$ cat src/rtl/mlp_pkg.sv
// mlp_pkg: shared types and helpers for the MLP output stage.
//   fp_t           default-width signed fixed-point score word
//   argmax_state_e argmax sequencer states
//   idx_width()    index width for a given class count (never below 1)
package mlp_pkg;

  localparam int FP_TOTAL_BITS_DFLT = 16;
  // Fractional bits only describe the number format; the argmax compares the
  // raw words, so no logic depends on this value.
  localparam int FP_FRAC_BITS_DFLT  = 8;

  typedef logic signed [FP_TOTAL_BITS_DFLT-1:0] fp_t;

  typedef enum logic [1:0] {
    IDLE,
    SCAN,
    DONE
  } argmax_state_e;

  function automatic int idx_width(input int n);
    return (n <= 1) ? 1 : $clog2(n);
  endfunction

endpackage

$ cat src/rtl/argmax_cmp.sv
// argmax_cmp: combinational best/second-best update for one candidate score.
//   cand_i, cand_idx_i  candidate score and its class index
//   best_i, best_idx_i  running best score and index
//   second_i            running second-best (only with ARGMAX_MARGIN_EN)
//   best_o, best_idx_o  updated best; strict greater-than, so ties keep the
//                       lower index already held
//   second_o            updated second-best (only with ARGMAX_MARGIN_EN)
// Build option: ARGMAX_MARGIN_EN adds the second-best tracking ports.
module argmax_cmp #(
  parameter int W     = 16,
  parameter int IDX_W = 2
) (
  input  logic signed [W-1:0]     cand_i,
  input  logic        [IDX_W-1:0] cand_idx_i,
  input  logic signed [W-1:0]     best_i,
  input  logic        [IDX_W-1:0] best_idx_i,
`ifdef ARGMAX_MARGIN_EN
  input  logic signed [W-1:0]     second_i,
  output logic signed [W-1:0]     second_o,
`endif
  output logic signed [W-1:0]     best_o,
  output logic        [IDX_W-1:0] best_idx_o
);

  always_comb begin
    best_o     = best_i;
    best_idx_o = best_idx_i;
`ifdef ARGMAX_MARGIN_EN
    second_o   = second_i;
`endif
    if (cand_i > best_i) begin
      best_o     = cand_i;
      best_idx_o = cand_idx_i;
`ifdef ARGMAX_MARGIN_EN
      second_o   = best_i;
`endif
    end
`ifdef ARGMAX_MARGIN_EN
    else if (cand_i > second_i) begin
      second_o = cand_i;
    end
`endif
  end

endmodule

$ cat src/rtl/argmax_unit.sv
// argmax_unit: sequential argmax over NUM_CLASSES signed scores, one class
// per cycle.
//   clk, reset  clock; synchronous active-high reset
//   start       request, scores sampled in the same cycle (ignored while busy)
//   scores      NUM_CLASSES signed scores
//   busy        high while in SCAN or DONE
//   done        one-cycle pulse, class_idx/max_score valid from then on
//   class_idx   index of the maximum (lowest index wins ties)
//   max_score   maximum score
//   margin      best minus second best, one bit wider (ARGMAX_MARGIN_EN only)
// Build option: ARGMAX_MARGIN_EN enables the margin port and second-best regs.
module argmax_unit
  import mlp_pkg::*;
#(
  parameter int  NUM_CLASSES   = 3,
  parameter int  FP_TOTAL_BITS = FP_TOTAL_BITS_DFLT,
  localparam int IDX_W         = idx_width(NUM_CLASSES)
) (
  input  logic                            clk,
  input  logic                            reset,
  input  logic                            start,
  input  logic signed [FP_TOTAL_BITS-1:0] scores [NUM_CLASSES],
  output logic                            busy,
  output logic                            done,
  output logic        [IDX_W-1:0]         class_idx,
  output logic signed [FP_TOTAL_BITS-1:0] max_score
`ifdef ARGMAX_MARGIN_EN
  ,output logic signed [FP_TOTAL_BITS:0]  margin
`endif
);

  localparam int W = FP_TOTAL_BITS;

  argmax_state_e           state_q, state_d;
  logic signed [W-1:0]     bank_q [NUM_CLASSES];
  logic        [IDX_W-1:0] ptr_q, ptr_d;
  logic signed [W-1:0]     best_q, best_d;
  logic        [IDX_W-1:0] best_idx_q, best_idx_d;
  logic                    done_q, done_d;
  logic        [IDX_W-1:0] class_idx_q, class_idx_d;
  logic signed [W-1:0]     max_score_q, max_score_d;
  logic                    capture;

  logic signed [W-1:0]     cand;
  logic signed [W-1:0]     cmp_best;
  logic        [IDX_W-1:0] cmp_best_idx;

`ifdef ARGMAX_MARGIN_EN
  localparam logic signed [W-1:0] FP_MIN = {1'b1, {(W-1){1'b0}}};
  logic signed [W-1:0]     second_q, second_d;
  logic signed [W-1:0]     cmp_second;
  logic signed [W:0]       margin_q, margin_d;
`endif

  // A single-class bank has no pointer to select with.
  if (NUM_CLASSES == 1) begin : g_cand_single
    assign cand = bank_q[0];
  end else begin : g_cand_multi
    assign cand = bank_q[ptr_q];
  end

  argmax_cmp #(
    .W     (W),
    .IDX_W (IDX_W)
  ) u_cmp (
    .cand_i     (cand),
    .cand_idx_i (ptr_q),
    .best_i     (best_q),
    .best_idx_i (best_idx_q),
`ifdef ARGMAX_MARGIN_EN
    .second_i   (second_q),
    .second_o   (cmp_second),
`endif
    .best_o     (cmp_best),
    .best_idx_o (cmp_best_idx)
  );

  always_comb begin
    state_d     = state_q;
    ptr_d       = ptr_q;
    best_d      = best_q;
    best_idx_d  = best_idx_q;
    done_d      = 1'b0;
    class_idx_d = class_idx_q;
    max_score_d = max_score_q;
    capture     = 1'b0;
`ifdef ARGMAX_MARGIN_EN
    second_d    = second_q;
    margin_d    = margin_q;
`endif
    case (state_q)
      IDLE: begin
        if (start) begin
          capture    = 1'b1;
          best_d     = scores[0];
          best_idx_d = '0;
          ptr_d      = IDX_W'(1);
`ifdef ARGMAX_MARGIN_EN
          second_d   = FP_MIN;
`endif
          state_d    = (NUM_CLASSES == 1) ? DONE : SCAN;
        end
      end
      SCAN: begin
        best_d     = cmp_best;
        best_idx_d = cmp_best_idx;
`ifdef ARGMAX_MARGIN_EN
        second_d   = cmp_second;
`endif
        ptr_d      = ptr_q + IDX_W'(1);
        if (ptr_q == IDX_W'(NUM_CLASSES - 1)) state_d = DONE;
      end
      DONE: begin
        done_d      = 1'b1;
        class_idx_d = best_idx_q;
        max_score_d = best_q;
`ifdef ARGMAX_MARGIN_EN
        // Sign-extend both before subtracting so the full range fits.
        margin_d    = '0;
        if (NUM_CLASSES > 1) margin_d = {best_q[W-1], best_q} - {second_q[W-1], second_q};
`endif
        state_d     = IDLE;
      end
      default: state_d = IDLE;
    endcase
  end

  always_ff @(posedge clk) begin
    if (reset) begin
      state_q     <= IDLE;
      ptr_q       <= '0;
      best_q      <= '0;
      best_idx_q  <= '0;
      done_q      <= 1'b0;
      class_idx_q <= '0;
      max_score_q <= '0;
`ifdef ARGMAX_MARGIN_EN
      second_q    <= '0;
      margin_q    <= '0;
`endif
    end else begin
      state_q     <= state_d;
      ptr_q       <= ptr_d;
      best_q      <= best_d;
      best_idx_q  <= best_idx_d;
      done_q      <= done_d;
      class_idx_q <= class_idx_d;
      max_score_q <= max_score_d;
`ifdef ARGMAX_MARGIN_EN
      second_q    <= second_d;
      margin_q    <= margin_d;
`endif
    end
  end

  // Score bank is pure data, only meaningful after a capture.
  always_ff @(posedge clk) begin
    if (capture) bank_q <= scores;
  end

  assign busy      = (state_q != IDLE);
  assign done      = done_q;
  assign class_idx = class_idx_q;
  assign max_score = max_score_q;
`ifdef ARGMAX_MARGIN_EN
  assign margin    = margin_q;
`endif

endmodule
$ cat config.mk
export PLATFORM = sky130hd
export DESIGN_NAME = argmax_unit
export DESIGN_NICKNAME = d
export VERILOG_FILES = /design/src/rtl/mlp_pkg.sv /design/src/rtl/argmax_cmp.sv /design/src/rtl/argmax_unit.sv
export SDC_FILE = /design/constraint.sdc
export NUM_CORES = 1
export LEC_CHECK = 0
export CORE_MARGIN = 3
export CORE_UTILIZATION = 45
export CTS_CLUSTER_DIAMETER = 50
export DETAILED_ROUTE_END_ITERATION = 16
export GPL_TIMING_DRIVEN = 0
export PLACE_DENSITY = 0.81
export SLEW_MARGIN = 10
export SYNTH_ARGS = -nofsm -noshare
export SYNTH_HDL_FRONTEND = slang
export SYNTH_SLANG_ARGS = --single-unit
$ cat constraint.sdc
create_clock -name clk -period 3 [get_ports clk]
set_input_delay 0.6 -clock clk [delete_from_list [all_inputs] [get_ports clk]]
set_output_delay 0.6 -clock clk [all_outputs]
set_load 0.01 [all_outputs]
==> key figures, run 1 <==
Run status
  • Outcome: completed

Cells and area
  • Multi-input logic area: 1570 um^2
  • Nets@finish: 541
  • Util after Layout: 61.9%
  • Layout overhead on the synthesized area: 31.0%
  • Share of cells above drive strength 1: 11.5%
  • ANT cells: 0
  • Filler Cells Inserted: 700
  • FF/Latch Area: ~2300 um^2

Placement
  • IO buf count: 69
  • Dpl hpwl: 6.61 mm
  • Gpl congestion: 0.923

Power
  • Pwr per Cell Area: 543 nW/um^2
  • Leakage: 1.89 nW
  • Peak supply drop: 0.320 mV

Synthesis
  • Syn_area_per_cell: ~10 um^2
  • Cells after synthesis: 381
  • Synth area leader: edfxtp_1
  • Number of synthesized flops with an enable pin: 48
  • Sequential element share of the synthesized area: between 50% and 60%
  • Main synth FF type: edfxtp_1
  • Most common cell in the synthesized netlist: nand2_1
  • Mapped Area: 3980 um^2
  • Synth Area in Adders: about 5.3%
  • Distinct cells, synth: 43
  • Commonest cells in the netlist: nand2_1 (85), edfxtp_1 (48), a21oi_1 (42)
  • Post-synth ARST share: 0%
  • Syn nets: 449
  • Post-synthesis mux area share: between 4 and 5%
  • Yosys top cell area share: 36.2%
  • #FFs+latches synth: between 80 and 90
  • Yosys warns: 0
  • Post-Synth Simple-Gate Area: 14.2%
  • Compound-Gate Fraction of Synth Area: 14.5%
  • Synth area leaders: edfxtp_1 (36%), dfxtp_1 (21%), nand2_1 (8.0%)
  • Largest family of logic cells by synthesized area: compound AO/OA/AOI/OAI gates
  • XOR/XNOR share of the synthesized area: 0%

Die
  • Die Y-Extent: 100 um
  • Die width: 100 um
  • Die area: 10000 um^2
  • Starting Density: 47.3%
  • Top-level port count: 71
  • Floorplan row count: 33
  • Core box area: about 8400 um^2

GRT
  • Initial antenna violation count: 0
  • GRT Overall Usage: 18.6%
  • First-pass GRT wire length: 14.6 mm
  • Vias in the first global route: 3116
  • Largest net degree at the start of global routing: 41
  • Overflow after GRT: 0

Setup path
  • CP peak stage delay: just over 400 ps
  • Crit-path slowest cell: dfxtp_1
  • Largest delay share family, worst path: buffers and inverters
  • Setup crit start kind: register
  • Crit path arrival time: 3250 ps
  • Nature of the critical path endpoint: register
  • Buf/Inv on CP: 5
  • Crit path max fanout: 10
  • Worst endpoint required time: 3290 ps
  • Cell mode on critical path: buf_4
  • CP Class: reg2reg
  • Crit-path cells: buf_4 > mux2i_1 > o2bb2ai_2 > ha_1 > nand4_1 > buf_4 > a2111oi_4 > buf_4 > o31a_1 > buf_6 > clkbuf_16 > nand3_2 > a21oi_2

Routing
  • Initial drt markers: 187
  • Final ANT Viol Nets: 0
  • Drt first pass iters: 5
  • Final wirelength: 9.38 mm
  • Via density: roughly 5.5
  • DR DRC count: 0
  • Via count: 3207
  • Drt wl/cell: 16.1 um

Clocking
  • CTS tree: built
  • Clk sinks: ~90
  • Clock Path Buffers: 2
  • # H-tree levels: 3
  • Clock Latency Late Sink: 360 ps
  • Clock transition at the registers of the reported paths: 80 ps
  • Clock root cell: clkbuf_8
  • Inserted Clock Buffers: 9

STA
  • Max Fclk: 338 MHz
  • Final hold slack: 459 ps
  • Worst Skew: 13.7 ps
  • Final min period: 2960 ps
  • Slew headroom: between 60% and 70%
  • Final period utilization: 98.8%
  • Fin. Hold Viols: 0
  • Worst-Margin Slew: 512 ps
  • Final count of pins violating max slew: 0
  • Final number of setup-violating endpoints: 0

Run
  • Max-Cap Viols: 0

Hold path
  • Type of the most critical hold path: reg2reg
==> sequential cells by signal (all words and copies together) (netlist names) <==
register,cells
ptr_q,2
best_q,16
best_idx_q,2
done,1
state_q,2
bank_q,48
max_score,16
class_idx,2
==> report_power, final <==
part           internal, W  switching (W)
sequential         0.00137      0.0000451
combinational     0.000290       0.000350
clock             0.000383       0.000399
total              0.00204       0.000794
==> worst min-delay path: stages, from the launching register on <==
cell	delay, ps
dfxtp_1	310
nand2_1	50
a21oi_1	50
==> placed cells by master, fill, tap and decap left out, types with 10 or more instances in the layout <==
| cell type | count |
|---|---|
| nand2_1 | 85 |
| clkdlybuf4s50_1 | 69 |
| edfxtp_1 | 48 |
| a21oi_1 | 42 |
| dfxtp_1 | 40 |
| inv_1 | 17 |
| ha_1 | 17 |
| mux2i_1 | 16 |
| o21ai_0 | 15 |
| nand3_1 | 14 |
| o2bb2ai_1 | 13 |
| clkbuf_1 | 12 |
| buf_4 | 11 |
| clkbuf_8 | 10 |
==> stage by stage <==
stage | setup TNS [ps] | std cells | total power, W | worst slack [ps] | area, um^2
6_report | 0 | 583 | 0.00284 | 37.1 | 5220
3_5_place_dp | -6340 | 556 | 0.00200 | -473 | 4830
5_1_grt | -1460 | 583 | 0.00298 | -135 | 5220
2_1_floorplan | 0 | 381 | 0.00181 | 178 | 3980
4_1_cts | 0 | 575 | 0.00279 | 11.5 | 5070
3_3_place_gp | -7520 | 555 | 0.00197 | -497 | 4810
==> layout make-up <==
class | count | area share (%)
inverters | 18 | 1.29
well taps | 105 | 2.52
flip-flops and latches | 89 | 43.4
clock buffers | 11 | 2.52
repair buffers | 82 | 16.0
plain buffers | 23 | 3.12
multi-input cells | 250 | 30.0
clock inverters | 5 | 1.08
==> worst paths after layout <==
path / startpoint / end / slack, ps / cells after the start
worst min-delay path: class_idx[1]$_SDFFE_PP0P_ / class_idx[1]$_SDFFE_PP0P_ / 460 / 2
worst min register to register: class_idx[1]$_SDFFE_PP0P_ / class_idx[1]$_SDFFE_PP0P_ / 460 / 2
worst max register to register: ptr_q[0]$_SDFFE_PP0P_ / best_q[4]$_SDFFE_PP0P_ / 40 / 13
worst max-delay path: ptr_q[0]$_SDFFE_PP0P_ / best_q[4]$_SDFFE_PP0P_ / 40 / 13
==> kinds of logic (layout without fill, tap and decap cells) <==
kind of cell	Yosys count	in the layout
compound gates	90	90
buf+inv	42	139
simple gates	127	127
mux	16	16
fa+ha+maj	17	17
flops	89	89
==> metal layers <==
layer | share of wire [%] | vias up | GRT usage, %
met2 | 51 | 126 | 31.1
li1 | - | 1534 | -
met5 | 0 | - | 0
met1 | 40 | 1529 | 22.6
met4 | 1.7 | 0 | 7.15
met3 | 7.6 | 18 | 5.56
==> what timing repair did <==
item	4_1_cts	5_1_grt
gates resized for setup	11	20
buffers inserted	3	7
hold buffers	0	0
endpoints found under the setup margin	18	18
gates cloned	0	2
pin swaps	4	13
No activity file was read; power rests on OpenSTA's default activity.
==> run 2: changes to the inputs <==
- TNS_END_PERCENT: not set -> 50
==> results of run 2 <==
No change in the layout: final DEF, timing and power equal those of run 1.
